**config.mk**
```make
export PLATFORM = sky130hd
export DESIGN_NAME = uart_text_writer_flat
export DESIGN_NICKNAME = d
export VERILOG_FILES = /design/src/rtl/uart_text_pkg.sv /design/src/rtl/uart_text_writer_if.sv /design/src/rtl/uart_rx_core.sv /design/src/rtl/uart_text_writer.sv /design/src/flat_wrapper.sv
export SDC_FILE = /design/constraint.sdc
export NUM_CORES = 1
export LEC_CHECK = 0
export CAP_MARGIN = 20
export CELL_PAD_IN_SITES_DETAIL_PLACEMENT = 0
export CELL_PAD_IN_SITES_GLOBAL_PLACEMENT = 2
export CORE_MARGIN = 3
export CORE_UTILIZATION = 35
export DETAILED_ROUTE_END_ITERATION = 16
export PLACE_DENSITY = 0.79
export SYNTH_ARGS = -nofsm -noshare
export SYNTH_HDL_FRONTEND = slang
export SYNTH_SLANG_ARGS = --single-unit
```
**constraint.sdc**
```tcl
create_clock -name clk -period 6.78 [get_ports clk]
set_clock_uncertainty 0.1 [all_clocks]
set_input_delay 1.356 -clock clk [delete_from_list [all_inputs] [get_ports clk]]
set_output_delay 1.356 -clock clk [all_outputs]
set_load 0.1 [all_outputs]
```
**src/rtl/uart_text_pkg.sv**
```systemverilog
// Shared types and constants for the UART text writer and the character display path.
// Optional clear-screen support is enabled with the CLEAR_SCREEN_EN macro.
package uart_text_pkg;

  localparam int DEFAULT_COLS = 40;
  localparam int DEFAULT_ROWS = 15;

  localparam logic [7:0] CHAR_CR    = 8'h0D;
  localparam logic [7:0] CHAR_BS    = 8'h08;
  localparam logic [7:0] CHAR_FF    = 8'h0C;
  localparam logic [7:0] CHAR_SPACE = 8'h20;

  typedef enum logic [1:0] {
    RX_IDLE,
    RX_START,
    RX_DATA,
    RX_STOP
  } rx_state_e;

`ifdef CLEAR_SCREEN_EN
  typedef enum logic {
    TW_RUN,
    TW_CLEAR
  } text_state_e;
`endif

  // Linear cell address; callers guarantee row < ROWS and col < cols.
  function automatic logic [9:0] cell_addr(input logic [3:0] row, input logic [5:0] col,
                                           input int cols);
    return 10'(row) * 10'(cols) + 10'(col);
  endfunction

endpackage

```
**src/rtl/uart_text_writer_if.sv**
```systemverilog
// Write port into the character buffer, plus the RX FSM state for observation.
// wr_en is a valid-only strobe: there is no ready, the sink must take every write.
interface uart_text_writer_if;
  import uart_text_pkg::*;

  logic       wr_en;
  logic [9:0] wr_addr;
  logic [7:0] wr_data;
  rx_state_e  rx_state;

  modport master (output wr_en, wr_addr, wr_data, rx_state);
  modport slave  (input  wr_en, wr_addr, wr_data, rx_state);
endinterface

```
**src/rtl/uart_rx_core.sv**
```systemverilog
// 8N1 UART receiver: 2-flop synchronizer, mid-bit sampling FSM.
// rx_valid / rx_frame_err are combinational pulses in the stop-sample cycle.
module uart_rx_core
  import uart_text_pkg::*;
#(
  parameter int CLKS_PER_BIT = 868
) (
  input  logic       clk,
  input  logic       rst_n,
  input  logic       rx,
  output logic [7:0] rx_byte,
  output logic       rx_valid,
  output logic       rx_frame_err,
  output rx_state_e  rx_state
);

  localparam int CNT_W = (CLKS_PER_BIT > 1) ? $clog2(CLKS_PER_BIT) : 1;
  localparam logic [CNT_W-1:0] BIT_LAST  = CNT_W'(CLKS_PER_BIT - 1);
  localparam logic [CNT_W-1:0] HALF_LAST = CNT_W'(CLKS_PER_BIT / 2 - 1);

  logic             rx_meta, rx_sync, rx_prev;
  rx_state_e        state, state_nxt;
  logic [CNT_W-1:0] cnt, cnt_nxt;
  logic [2:0]       bit_idx, bit_nxt;
  logic [7:0]       shreg, shreg_nxt;

  always_ff @(posedge clk or negedge rst_n) begin
    if (!rst_n) begin
      rx_meta <= 1'b1;
      rx_sync <= 1'b1;
      rx_prev <= 1'b1;
      state   <= RX_IDLE;
      cnt     <= '0;
      bit_idx <= '0;
      shreg   <= '0;
    end else begin
      rx_meta <= rx;
      rx_sync <= rx_meta;
      rx_prev <= rx_sync;
      state   <= state_nxt;
      cnt     <= cnt_nxt;
      bit_idx <= bit_nxt;
      shreg   <= shreg_nxt;
    end
  end

  always_comb begin
    state_nxt    = state;
    cnt_nxt      = cnt;
    bit_nxt      = bit_idx;
    shreg_nxt    = shreg;
    rx_valid     = 1'b0;
    rx_frame_err = 1'b0;
    unique case (state)
      RX_IDLE: begin
        cnt_nxt = '0;
        if (rx_prev && !rx_sync) state_nxt = RX_START;
      end
      RX_START: begin
        if (cnt == HALF_LAST) begin
          cnt_nxt   = '0;
          bit_nxt   = '0;
          // A line that is high again at mid-start was a glitch, not a frame.
          state_nxt = rx_sync ? RX_IDLE : RX_DATA;
        end else begin
          cnt_nxt = cnt + 1'b1;
        end
      end
      RX_DATA: begin
        if (cnt == BIT_LAST) begin
          cnt_nxt   = '0;
          shreg_nxt = {rx_sync, shreg[7:1]};
          bit_nxt   = bit_idx + 3'd1;
          if (bit_idx == 3'd7) state_nxt = RX_STOP;
        end else begin
          cnt_nxt = cnt + 1'b1;
        end
      end
      RX_STOP: begin
        if (cnt == BIT_LAST) begin
          cnt_nxt      = '0;
          state_nxt    = RX_IDLE;
          rx_valid     = rx_sync;
          rx_frame_err = !rx_sync;
        end else begin
          cnt_nxt = cnt + 1'b1;
        end
      end
      default: state_nxt = RX_IDLE;
    endcase
  end

  assign rx_byte  = shreg;
  assign rx_state = state;

endmodule

```
**src/rtl/uart_text_writer.sv**
```systemverilog
// UART-to-character-buffer writer: cursor tracking, printable/CR/BS handling.
// Define CLEAR_SCREEN_EN to add form-feed screen clear with a one-byte pending slot.
module uart_text_writer
  import uart_text_pkg::*;
#(
  parameter int CLKS_PER_BIT = 868,
  parameter int COLS         = DEFAULT_COLS,
  parameter int ROWS         = DEFAULT_ROWS
) (
  input  logic               clk,
  input  logic               rst_n,
  input  logic               i_uart_rx,
  uart_text_writer_if.master wr_bus,
  output logic [5:0]         o_cursor_col,
  output logic [3:0]         o_cursor_row,
  output logic               o_rx_err,
  output logic               o_busy
);

  localparam logic [5:0] COL_LAST = 6'(COLS - 1);
  localparam logic [3:0] ROW_LAST = 4'(ROWS - 1);

  logic [7:0] rx_byte;
  logic       rx_valid, rx_frame_err;
  rx_state_e  rx_state;

  uart_rx_core #(.CLKS_PER_BIT(CLKS_PER_BIT)) u_rx (
    .clk          (clk),
    .rst_n        (rst_n),
    .rx           (i_uart_rx),
    .rx_byte      (rx_byte),
    .rx_valid     (rx_valid),
    .rx_frame_err (rx_frame_err),
    .rx_state     (rx_state)
  );

  logic       wr_en_q, wr_en_nxt;
  logic [9:0] wr_addr_q, wr_addr_nxt;
  logic [7:0] wr_data_q, wr_data_nxt;
  logic [5:0] col_q, col_nxt;
  logic [3:0] row_q, row_nxt;
  logic       err_q;
  logic [7:0] cur_byte;
  logic       cur_valid;

  function automatic logic [3:0] row_inc(input logic [3:0] r);
    return (r == ROW_LAST) ? 4'd0 : r + 4'd1;
  endfunction

`ifdef CLEAR_SCREEN_EN
  localparam logic [9:0] CELL_LAST = 10'(COLS * ROWS - 1);
  text_state_e state_q, state_nxt;
  logic [9:0]  clr_q, clr_nxt;
  logic        pend_valid_q, pend_valid_nxt;
  logic [7:0]  pend_byte_q, pend_byte_nxt;
  logic        busy_q;
`endif

  always_comb begin
    wr_en_nxt   = 1'b0;
    wr_addr_nxt = wr_addr_q;
    wr_data_nxt = wr_data_q;
    col_nxt     = col_q;
    row_nxt     = row_q;
    cur_byte    = rx_byte;
    cur_valid   = rx_valid;
`ifdef CLEAR_SCREEN_EN
    state_nxt      = state_q;
    clr_nxt        = clr_q;
    pend_valid_nxt = pend_valid_q;
    pend_byte_nxt  = pend_byte_q;
    if (state_q == TW_CLEAR) begin
      cur_valid   = 1'b0;
      if (rx_valid) begin
        pend_valid_nxt = 1'b1;
        pend_byte_nxt  = rx_byte;
      end
      wr_en_nxt   = 1'b1;
      wr_addr_nxt = clr_q;
      wr_data_nxt = CHAR_SPACE;
      clr_nxt     = clr_q + 10'd1;
      if (clr_q == CELL_LAST) begin
        state_nxt = TW_RUN;
        clr_nxt   = '0;
        col_nxt   = '0;
        row_nxt   = '0;
      end
    end else if (pend_valid_q) begin
      // Drain the held byte first; a byte arriving now takes its slot.
      cur_byte       = pend_byte_q;
      cur_valid      = 1'b1;
      pend_valid_nxt = rx_valid;
      pend_byte_nxt  = rx_byte;
    end
`endif
    if (cur_valid) begin
      if (cur_byte >= 8'h20 && cur_byte <= 8'h7E) begin
        wr_en_nxt   = 1'b1;
        wr_addr_nxt = cell_addr(row_q, col_q, COLS);
        wr_data_nxt = cur_byte;
        if (col_q == COL_LAST) begin
          col_nxt = '0;
          row_nxt = row_inc(row_q);
        end else begin
          col_nxt = col_q + 6'd1;
        end
      end else if (cur_byte == CHAR_CR) begin
        col_nxt = '0;
        row_nxt = row_inc(row_q);
      end else if (cur_byte == CHAR_BS) begin
        if (col_q != 6'd0) begin
          col_nxt     = col_q - 6'd1;
          wr_en_nxt   = 1'b1;
          wr_addr_nxt = cell_addr(row_q, col_q - 6'd1, COLS);
          wr_data_nxt = CHAR_SPACE;
        end
      end
`ifdef CLEAR_SCREEN_EN
      else if (cur_byte == CHAR_FF) begin
        // Cell 0 is written on entry, so CLEAR itself starts at cell 1.
        state_nxt   = TW_CLEAR;
        wr_en_nxt   = 1'b1;
        wr_addr_nxt = '0;
        wr_data_nxt = CHAR_SPACE;
        clr_nxt     = 10'd1;
      end
`endif
    end
  end

  always_ff @(posedge clk or negedge rst_n) begin
    if (!rst_n) begin
      wr_en_q   <= 1'b0;
      wr_addr_q <= '0;
      wr_data_q <= '0;
      col_q     <= '0;
      row_q     <= '0;
      err_q     <= 1'b0;
    end else begin
      wr_en_q   <= wr_en_nxt;
      wr_addr_q <= wr_addr_nxt;
      wr_data_q <= wr_data_nxt;
      col_q     <= col_nxt;
      row_q     <= row_nxt;
      err_q     <= rx_frame_err;
    end
  end

`ifdef CLEAR_SCREEN_EN
  always_ff @(posedge clk or negedge rst_n) begin
    if (!rst_n) begin
      state_q      <= TW_RUN;
      clr_q        <= '0;
      pend_valid_q <= 1'b0;
      pend_byte_q  <= '0;
      busy_q       <= 1'b0;
    end else begin
      state_q      <= state_nxt;
      clr_q        <= clr_nxt;
      pend_valid_q <= pend_valid_nxt;
      pend_byte_q  <= pend_byte_nxt;
      // Stays high one cycle past the final state so it covers the last write.
      busy_q       <= (state_nxt == TW_CLEAR) || (state_q == TW_CLEAR);
    end
  end
  assign o_busy = busy_q;
`else
  assign o_busy = 1'b0;
`endif

  assign wr_bus.wr_en    = wr_en_q;
  assign wr_bus.wr_addr  = wr_addr_q;
  assign wr_bus.wr_data  = wr_data_q;
  assign wr_bus.rx_state = rx_state;
  assign o_cursor_col    = col_q;
  assign o_cursor_row    = row_q;
  assign o_rx_err        = err_q;

endmodule

```
**src/flat_wrapper.sv**
```systemverilog
// flat-port wrapper written by rule: the top's interface ports become plain ports
module uart_text_writer_flat import uart_text_pkg::*;
#(
  parameter int CLKS_PER_BIT = 868,
  parameter int COLS         = DEFAULT_COLS,
  parameter int ROWS         = DEFAULT_ROWS
)
  (clk, rst_n, i_uart_rx, o_cursor_col, o_cursor_row, o_rx_err, o_busy, wr_bus_wr_en, wr_bus_wr_addr, wr_bus_wr_data, wr_bus_rx_state);
  uart_text_writer_if wr_bus_i ();
  input  logic clk;
  input  logic rst_n;
  input  logic i_uart_rx;
  output logic [5:0] o_cursor_col;
  output logic [3:0] o_cursor_row;
  output logic o_rx_err;
  output logic o_busy;
  output wire logic [$bits(wr_bus_i.wr_en)-1:0] wr_bus_wr_en;
  output wire logic [$bits(wr_bus_i.wr_addr)-1:0] wr_bus_wr_addr;
  output wire logic [$bits(wr_bus_i.wr_data)-1:0] wr_bus_wr_data;
  output wire logic [$bits(wr_bus_i.rx_state)-1:0] wr_bus_rx_state;
  assign wr_bus_wr_en = wr_bus_i.wr_en;
  assign wr_bus_wr_addr = wr_bus_i.wr_addr;
  assign wr_bus_wr_data = wr_bus_i.wr_data;
  assign wr_bus_rx_state = wr_bus_i.rx_state;
  uart_text_writer #(.CLKS_PER_BIT(CLKS_PER_BIT), .COLS(COLS), .ROWS(ROWS)) u_core (.clk(clk), .rst_n(rst_n), .i_uart_rx(i_uart_rx), .wr_bus(wr_bus_i), .o_cursor_col(o_cursor_col), .o_cursor_row(o_cursor_row), .o_rx_err(o_rx_err), .o_busy(o_busy));
endmodule
```
# After elaboration in Yosys (flattened, before gate mapping)
# Cells that the tools add are included.
dict set report totals {
  reg_bits 56
  inputBits 3
  out_inout_bits 33
  elab_cells 97
}
dict set report op_classes {
  n_addsub 7
  n_mul 1
  order_cmp 2
  n_eq_ne 17
  mux 39
  reduce_logical 18
}
# op n
set ops {}
lappend ops {{2-to-1 mux 10 bit} 6}
lappend ops {{2-to-1 mux 8 bit} 4}
lappend ops {{2-to-1 mux 6 bit} 5}
lappend ops {{case mux 10 bit (3 select lines)} 1}
lappend ops {{adder 10 x 6 -> 10 bit} 2}
lappend ops {{== test 8 x 4 -> 1 bit (second input constant)} 2}
lappend ops {{2-to-1 mux 4 bit} 4}
lappend ops {{2-to-1 mux 2 bit} 6}
lappend ops {{!= test 2 bit (second input constant)} 6}
lappend ops {{adder 10 x 1 -> 10 bit (second input constant)} 1}
lappend ops {{== test 10 bit (second input constant)} 1}
lappend ops {{== test 10 x 9 -> 1 bit (second input constant)} 1}
lappend ops {{2-to-1 mux 1 bit} 9}
lappend ops {{AND reduction 3 bit} 3}
lappend ops {{>= comparator 8 x 6 -> 1 bit (second input constant)} 1}
lappend ops {{<= comparator 8 x 7 -> 1 bit (second input constant)} 1}
lappend ops {{case mux 2 bit (4 select lines)} 1}
lappend ops {{nonzero test 2 bit} 4}
lappend ops {{multiplier 4 x 3 -> 7 bit (second input constant)} 1}
lappend ops {{adder 6 x 1 -> 6 bit (second input constant)} 1}
lappend ops {{== test 6 bit (second input constant)} 1}
lappend ops {{2-to-1 mux 3 bit} 2}
lappend ops {{case mux 3 bit (2 select lines)} 1}
lappend ops {{nonzero test 3 bit} 2}
lappend ops {{other kinds (16)} 18}

# Logic depth before layout (Yosys ltp)
dict set report logic_depth {
  depth_word 6
  ltp_mapped 12
  depth_no_buf 12
}

# By module
# Synthesis repeated with hierarchy kept, for this count alone.
dict set report unflattened {
  hier_cells 297
  area_unflattened_um2 3211.8
}
# module instances cells_each area_per_inst_um2 seq_area_each_um2
set by_module_without_submodules {}
lappend by_module_without_submodules {uart_text_writer 1 189 1931.9 750.7}
lappend by_module_without_submodules {uart_rx_core 1 108 1280.0 654.4}

# Least setup slack after synthesis
# Ideal clock, no wire load.
dict set report synth_path {
  path_kind {register to register}
  from {register u_core.col_q[0] (netlist: u_core.o_cursor_col[0])}
  to {register u_core.wr_addr_q[9] (netlist: u_core.wr_bus.wr_addr[9])}
  setup_time_ps 77
  arrival_time_ps 3140
  required_ps 6603
  setup_slack_ps 3464
  path_stages_with_launch 13
  path_buffers 0
  period_less_slack_ps 3316
  cell_sequence {dfrtp_1 -> inv_1 -> ha_1 -> nor3b_1 -> nand2_1 -> xnor2_1 -> inv_1 -> fa_1 -> nor2b_1 -> o211ai_1 -> mux2_2 -> a2bb2oi_1 -> o21ai_1}
}
dict set report synth_between {
  elab_chain_cells 6
  elab_cells_between_ends 10
  cone_classes {3 x add/sub; 4 x mux; 3 x reduce/logical}
}
# item line
set synth_lines {}
lappend synth_lines {{from (decl)} uart_text_writer.sv:40} ;# logic [5:0] col_q, col_nxt;
lappend synth_lines {{from (signal assigned)} uart_text_writer.sv:143} ;# col_q <= col_nxt;
lappend synth_lines {{subtractor 6 x 1 -> 6 bit} uart_text_writer.sv:114} ;# wr_addr_nxt = cell_addr(row_q, col_q - 6'd1, COLS);
lappend synth_lines {{adder 10 x 6 -> 10 bit} uart_text_pkg.sv:30} ;# return 10'(row) * 10'(cols) + 10'(col);
lappend synth_lines {{2-to-1 mux 10 bit} uart_text_writer.sv:111} ;# if (col_q != 6'd0) begin
lappend synth_lines {{2-to-1 mux 10 bit} uart_text_writer.sv:110} ;# end else if (cur_byte == CHAR_BS) begin
lappend synth_lines {{2-to-1 mux 10 bit} uart_text_writer.sv:107} ;# end else if (cur_byte == CHAR_CR) begin
lappend synth_lines {{2-to-1 mux 10 bit} uart_text_writer.sv:97} ;# if (cur_byte >= 8'h20 && cur_byte <= 8'h7E) begin
lappend synth_lines {{to (signal assigned)} uart_text_writer.sv:141} ;# wr_addr_q <= wr_addr_nxt;
lappend synth_lines {{to (decl)} uart_text_writer.sv:38} ;# logic [9:0] wr_addr_q, wr_addr_nxt;
# Several ways; a longest one is shown, not always the timed one. The select of a mux whose other input is x is not followed.
# A chain may end at the register's enable or synchronous reset.

# Worst setup path after layout
dict set report layout_path {
  from {register u_core.col_q[2] (netlist: u_core.o_cursor_col[2])}
  to {output o_cursor_col[2]}
}
# item line
set layout_lines {}
lappend layout_lines {{to (decl)} flat_wrapper.sv:13} ;# output logic [5:0] o_cursor_col;
# No word-level cell between the ends.

==> results.md <==
- The Yosys step of the flow raised 0 warnings.
- For this run, the slowest stage of the critical path takes 1.21 ns.
- The detailed-placement wirelength estimate is about 4500 um.
- The largest net degree at the start of global routing is 57.
- The area added between synthesis and finish is 17.2%.
- The first detailed-routing pass ran for 4 iterations.
- The critical-path cell with the highest stage delay is clkdlybuf4s50_1.
- After detailed routing, the total wire length is between 6000 and 7000 um.
- The category of cells accounting for the largest share of critical-path delay is buffers and inverters.
- The buffer and inverter count on the worst path is 1.
- Routability-driven placement finished with a final weighted congestion of 0.789.
- The path class of the tightest hold or removal check is register to register.
- The final-layout worst hold slack is 0.263 ns.
- The core footprint is 8380 sq um.
- The maximum fanout along the worst path is 11.
- The analysis attributes to cell leakage a power of around 1.6 nW.
- The synthesized design contains 0 enable-type register cells.
- The detailed router put a total of 2940 um of wire on met1.
- The I/O pin count is 36.
- The relative max-transition margin is 32.6%.
- The post-detailed-route count of antenna-violating nets is 0.
- The sum of negative setup slack is 0 ns.
- The layout filler cell count is 834.
- The clock sink total is 56.
- The number of maximum-capacitance violations is 0.
- The prevailing post-synth register cell is dfrtp_1.
- The count of mapped cells out of synthesis is about 300.
- Clock-pin slew was measured on the worst setup and hold paths at 0.11 ns.
- The post-route non-filler standard cell count is 437.
- The number of buffers inserted to repair setup after CTS is 0.
- The worst endpoint data arrival time is 2.10 ns.
- Counting along the longest clock path gives a buffer depth of 2.
- The clock tree root buffer cell is clkbuf_8.
- The worst setup path is of the register to primary output kind.
- In this run the power density over the cells is 173 nW/um^2.
- Global routing used between 10% and 20% of the available tracks.
- The worst setup path is captured at a primary output.
- The number of cell rows is 33.
- The worst endpoint required time is 5.32 ns.
- The number of placed cells counting well taps is 429.
- The mapped netlist covers between 3000 and 4000 sq um.
- The number of nets in the layout is 350.
- The TritonCTS clock tree is built.
- The total power after layout is 0.622 mW.
- For this run, the register share of the synthesized area comes to 45.8%.
- The setup check on the worst reg-to-reg path leaves a slack of 3.38 ns.
- The start point of the critical path is u_core.o_cursor_col[2]$_DFFE_PN0P_.
- Of the cells placed in the final design, the portion with a size suffix greater than 1 is 10.8%.
- After detailed routing, no signal wire sits above met4.
- The die is 99.6 um wide.
- The diode insertion count for antenna repair is 0.
- The maximum clock frequency is about 280 MHz.
- A synthesized cell averages approximately 10 sq um.
- The count of pins over their slew limit is 0.
- Synthesis produced a netlist with a net count of between 300 and 400.
- The die span in y is 99.6 um.
- The number of clock buffers added by TritonCTS is 5.
- The clock network latency to the later pin of the worst-skew pair is 0.31 ns.
- Buffers inserted to repair hold after CTS numbered 0.
- The initial antenna violation count was 0.
- The post-synthesis cell type count is 60.
- The run finished with clean final reports.
- The first routing iteration left 110 violations.
- The average vias per placed instance is 5.22.
- The average wire length per cell after detail routing is 14.2 um.
- Subtracting the final worst setup slack from the clock period gives roughly 3.6 ns.
- The startpoint of the tightest hold check path is u_core.u_rx.rx_meta$_DFF_PN1_.
- The routed length on met2 is 2940 um.
- The worst-case setup slack after placement is roughly 3.3 ns.
- The worst path setup slack after routing is 3.22 ns.
- The wire length of the first global-routing pass is 10,900 um.
- The effective utilization at floorplan is 36.6%.
- The core occupancy in the finished layout is 42.9%.
- After synthesis the netlist holds a flip-flop and latch count of 56.
- The total of cells resized after clock tree synthesis is 0.
- At the pin with the least slew margin, the transition time is 1.01 ns.
- The final route contains between 2,000 and 2,500 vias.
- The total overflow left after global routing is 0.
- The post-place instance area is 3500 sq um.
- STA classifies the critical path startpoint as a register.
- The remaining design rule violation count is 0.
- The number of global-route vias before repair was 2,260.
- The amount of wire on met3 after detailed routing is roughly 270 um.
- With fillers left out, the area of the finished cells amounts to 3590 sq um.
- The largest voltage drop on the vdd net is 116 uV.
- Setup violations remaining at the end of the flow were counted as 0.
- The critical register-to-register path startpoint is u_core.u_rx.rx_byte[5]$_DFFE_PN0P_.
- Setup repair after global routing left no endpoint under its margin.
- The share of synthesized flip-flops with an asynchronous set or reset is 100%.
- The level count of the clock H-tree is 2.
- The die footprint is 9930 sq um.
- The hold violation count in the final report was 0.
- The final critical-path share of the clock period is a little over half.
- The number of buffer cells added on primary ports is 34.
- The signal on the critical path passes through clkdlybuf4s50_1.
[placed cells by master (no fill, tap or decap), drive strengths merged, types with 3 or more instances in the layout]
cell | synthesis | layout
mux2i | 3 | 3
and3 | 3 | 3
and2 | 3 | 3
xnor2 | 11 | 11
xor2 | 6 | 6
inv | 12 | 13
nor3b | 5 | 5
o31ai | 5 | 5
a211oi | 5 | 5
clkbuf | 10 | 5
nand2 | 36 | 36
nor2 | 23 | 23
a21oi | 9 | 9
a31oi | 4 | 4
nor3 | 6 | 6
dfrtp | 53 | 53
mux2 | 13 | 13
ha | 14 | 14
buf | 3 | 3
clkdlybuf4s50 | 0 | 33
dfstp | 3 | 3
o21ai | 22 | 22
nand3 | 13 | 13
[path summary, 6_finish.rpt]
check / endpoint / cells after the start
min in group asynchronous: u_core.o_cursor_row[0]$_DFFE_PN0P_ / 2
max in group asynchronous: u_core.o_rx_err$_DFF_PN0_ / 2
worst max register to register: u_core.wr_bus.wr_addr[9]$_DFFE_PN0P_ / 10
worst min register to register: u_core.u_rx.rx_sync$_DFF_PN1_ / 0
worst min-delay path: u_core.u_rx.rx_sync$_DFF_PN1_ / 0
worst max-delay path: o_cursor_col[2] / 1
[flip-flops by register name, indices dropped and copies added, names as in the netlist, 3 cells and up, named ones only]
register / count
u_core.u_rx.bit_idx: 3
u_core.u_rx.rx_byte: 8
u_core.o_cursor_col: 6
u_core.u_rx.cnt: 10
u_core.wr_bus.wr_data: 8
u_core.wr_bus.wr_addr: 10
u_core.o_cursor_row: 4
[cells in the mapped netlist (2+ instances only)]
| library cell | instances | area share (%) |
|---|---|---|
| nand2_1 | 36 | 4.4 |
| ha_1 | 14 | 5.7 |
| xor2_1 | 6 | 1.7 |
| mux2i_1 | 3 | 0.98 |
| a22o_1 | 2 | 0.57 |
| a21oi_1 | 8 | 1.3 |
| nor4bb_1 | 2 | 0.65 |
| nor3_1 | 6 | 0.98 |
| or4_1 | 2 | 0.49 |
| nand3_1 | 13 | 2.1 |
| and4_1 | 2 | 0.57 |
| and2_1 | 3 | 0.61 |
| a31oi_1 | 4 | 0.82 |
| xnor2_1 | 11 | 3.1 |
| and3_1 | 3 | 0.61 |
| mux2_1 | 2 | 0.73 |
| inv_1 | 12 | 1.5 |
| o22ai_1 | 2 | 0.41 |
| mux2_2 | 10 | 3.7 |
| o211ai_1 | 2 | 0.49 |
| dfrtp_1 | 53 | 43 |
| dfstp_2 | 3 | 2.6 |
| o31ai_1 | 5 | 1.2 |
| a211oi_1 | 4 | 0.98 |
| buf_2 | 2 | 0.33 |
| nor2_1 | 23 | 2.8 |
| o21ai_1 | 8 | 1.3 |
| fa_1 | 2 | 1.3 |
| nor3b_1 | 5 | 1.2 |
| o21ai_0 | 14 | 2.3 |
| clkbuf_1 | 10 | 1.2 |
[cell families (layout without fill, tap and decap cells)]
family / Yosys count / after routing / synth area share [%]
AO/OA/AOI/OAI: 60 / 60 / 13.2
other: 1 / 1 / 0.122
XOR/XNOR: 17 / 17 / 4.85
multiplexers: 16 / 16 / 5.87
flip-flops: 56 / 56 / 45.8
buffers and inverters: 25 / 56 / 3.26
adder cells (fa/ha/maj): 16 / 16 / 7.01
AND/OR/NAND/NOR: 110 / 110 / 19.9
[layout make-up]
| type | count | area [sq um] | area share (%) |
|---|---|---|---|
| Clock buffer | 5 | 68.8 | 1.91 |
| Clock inverter | 3 | 27.5 | 0.766 |
| Inverter | 12 | 45.0 | 1.25 |
| Multi-Input combinational cell | 220 | 1570 | 43.6 |
| Sequential cell | 56 | 1410 | 39.1 |
| Tap cell | 105 | 131 | 3.65 |
| Timing Repair Buffer | 36 | 350 | 9.75 |
[per-layer routing]
metal	track usage [%]	vias to the layer above
met5	0	-
met3	2.95	9
met1	17.5	1097
li1	-	1129
met4	3.68	0
met2	22.4	45
[power breakdown]
part	internal, mW	switching (mW)	total [mW]
Sequential	0.350	0.0190	0.369
Clock	0.0762	0.118	0.194
Combinational	0.0250	0.0339	0.0589
Total	0.451	0.171	0.622
(Power assumes the default switching activity.)
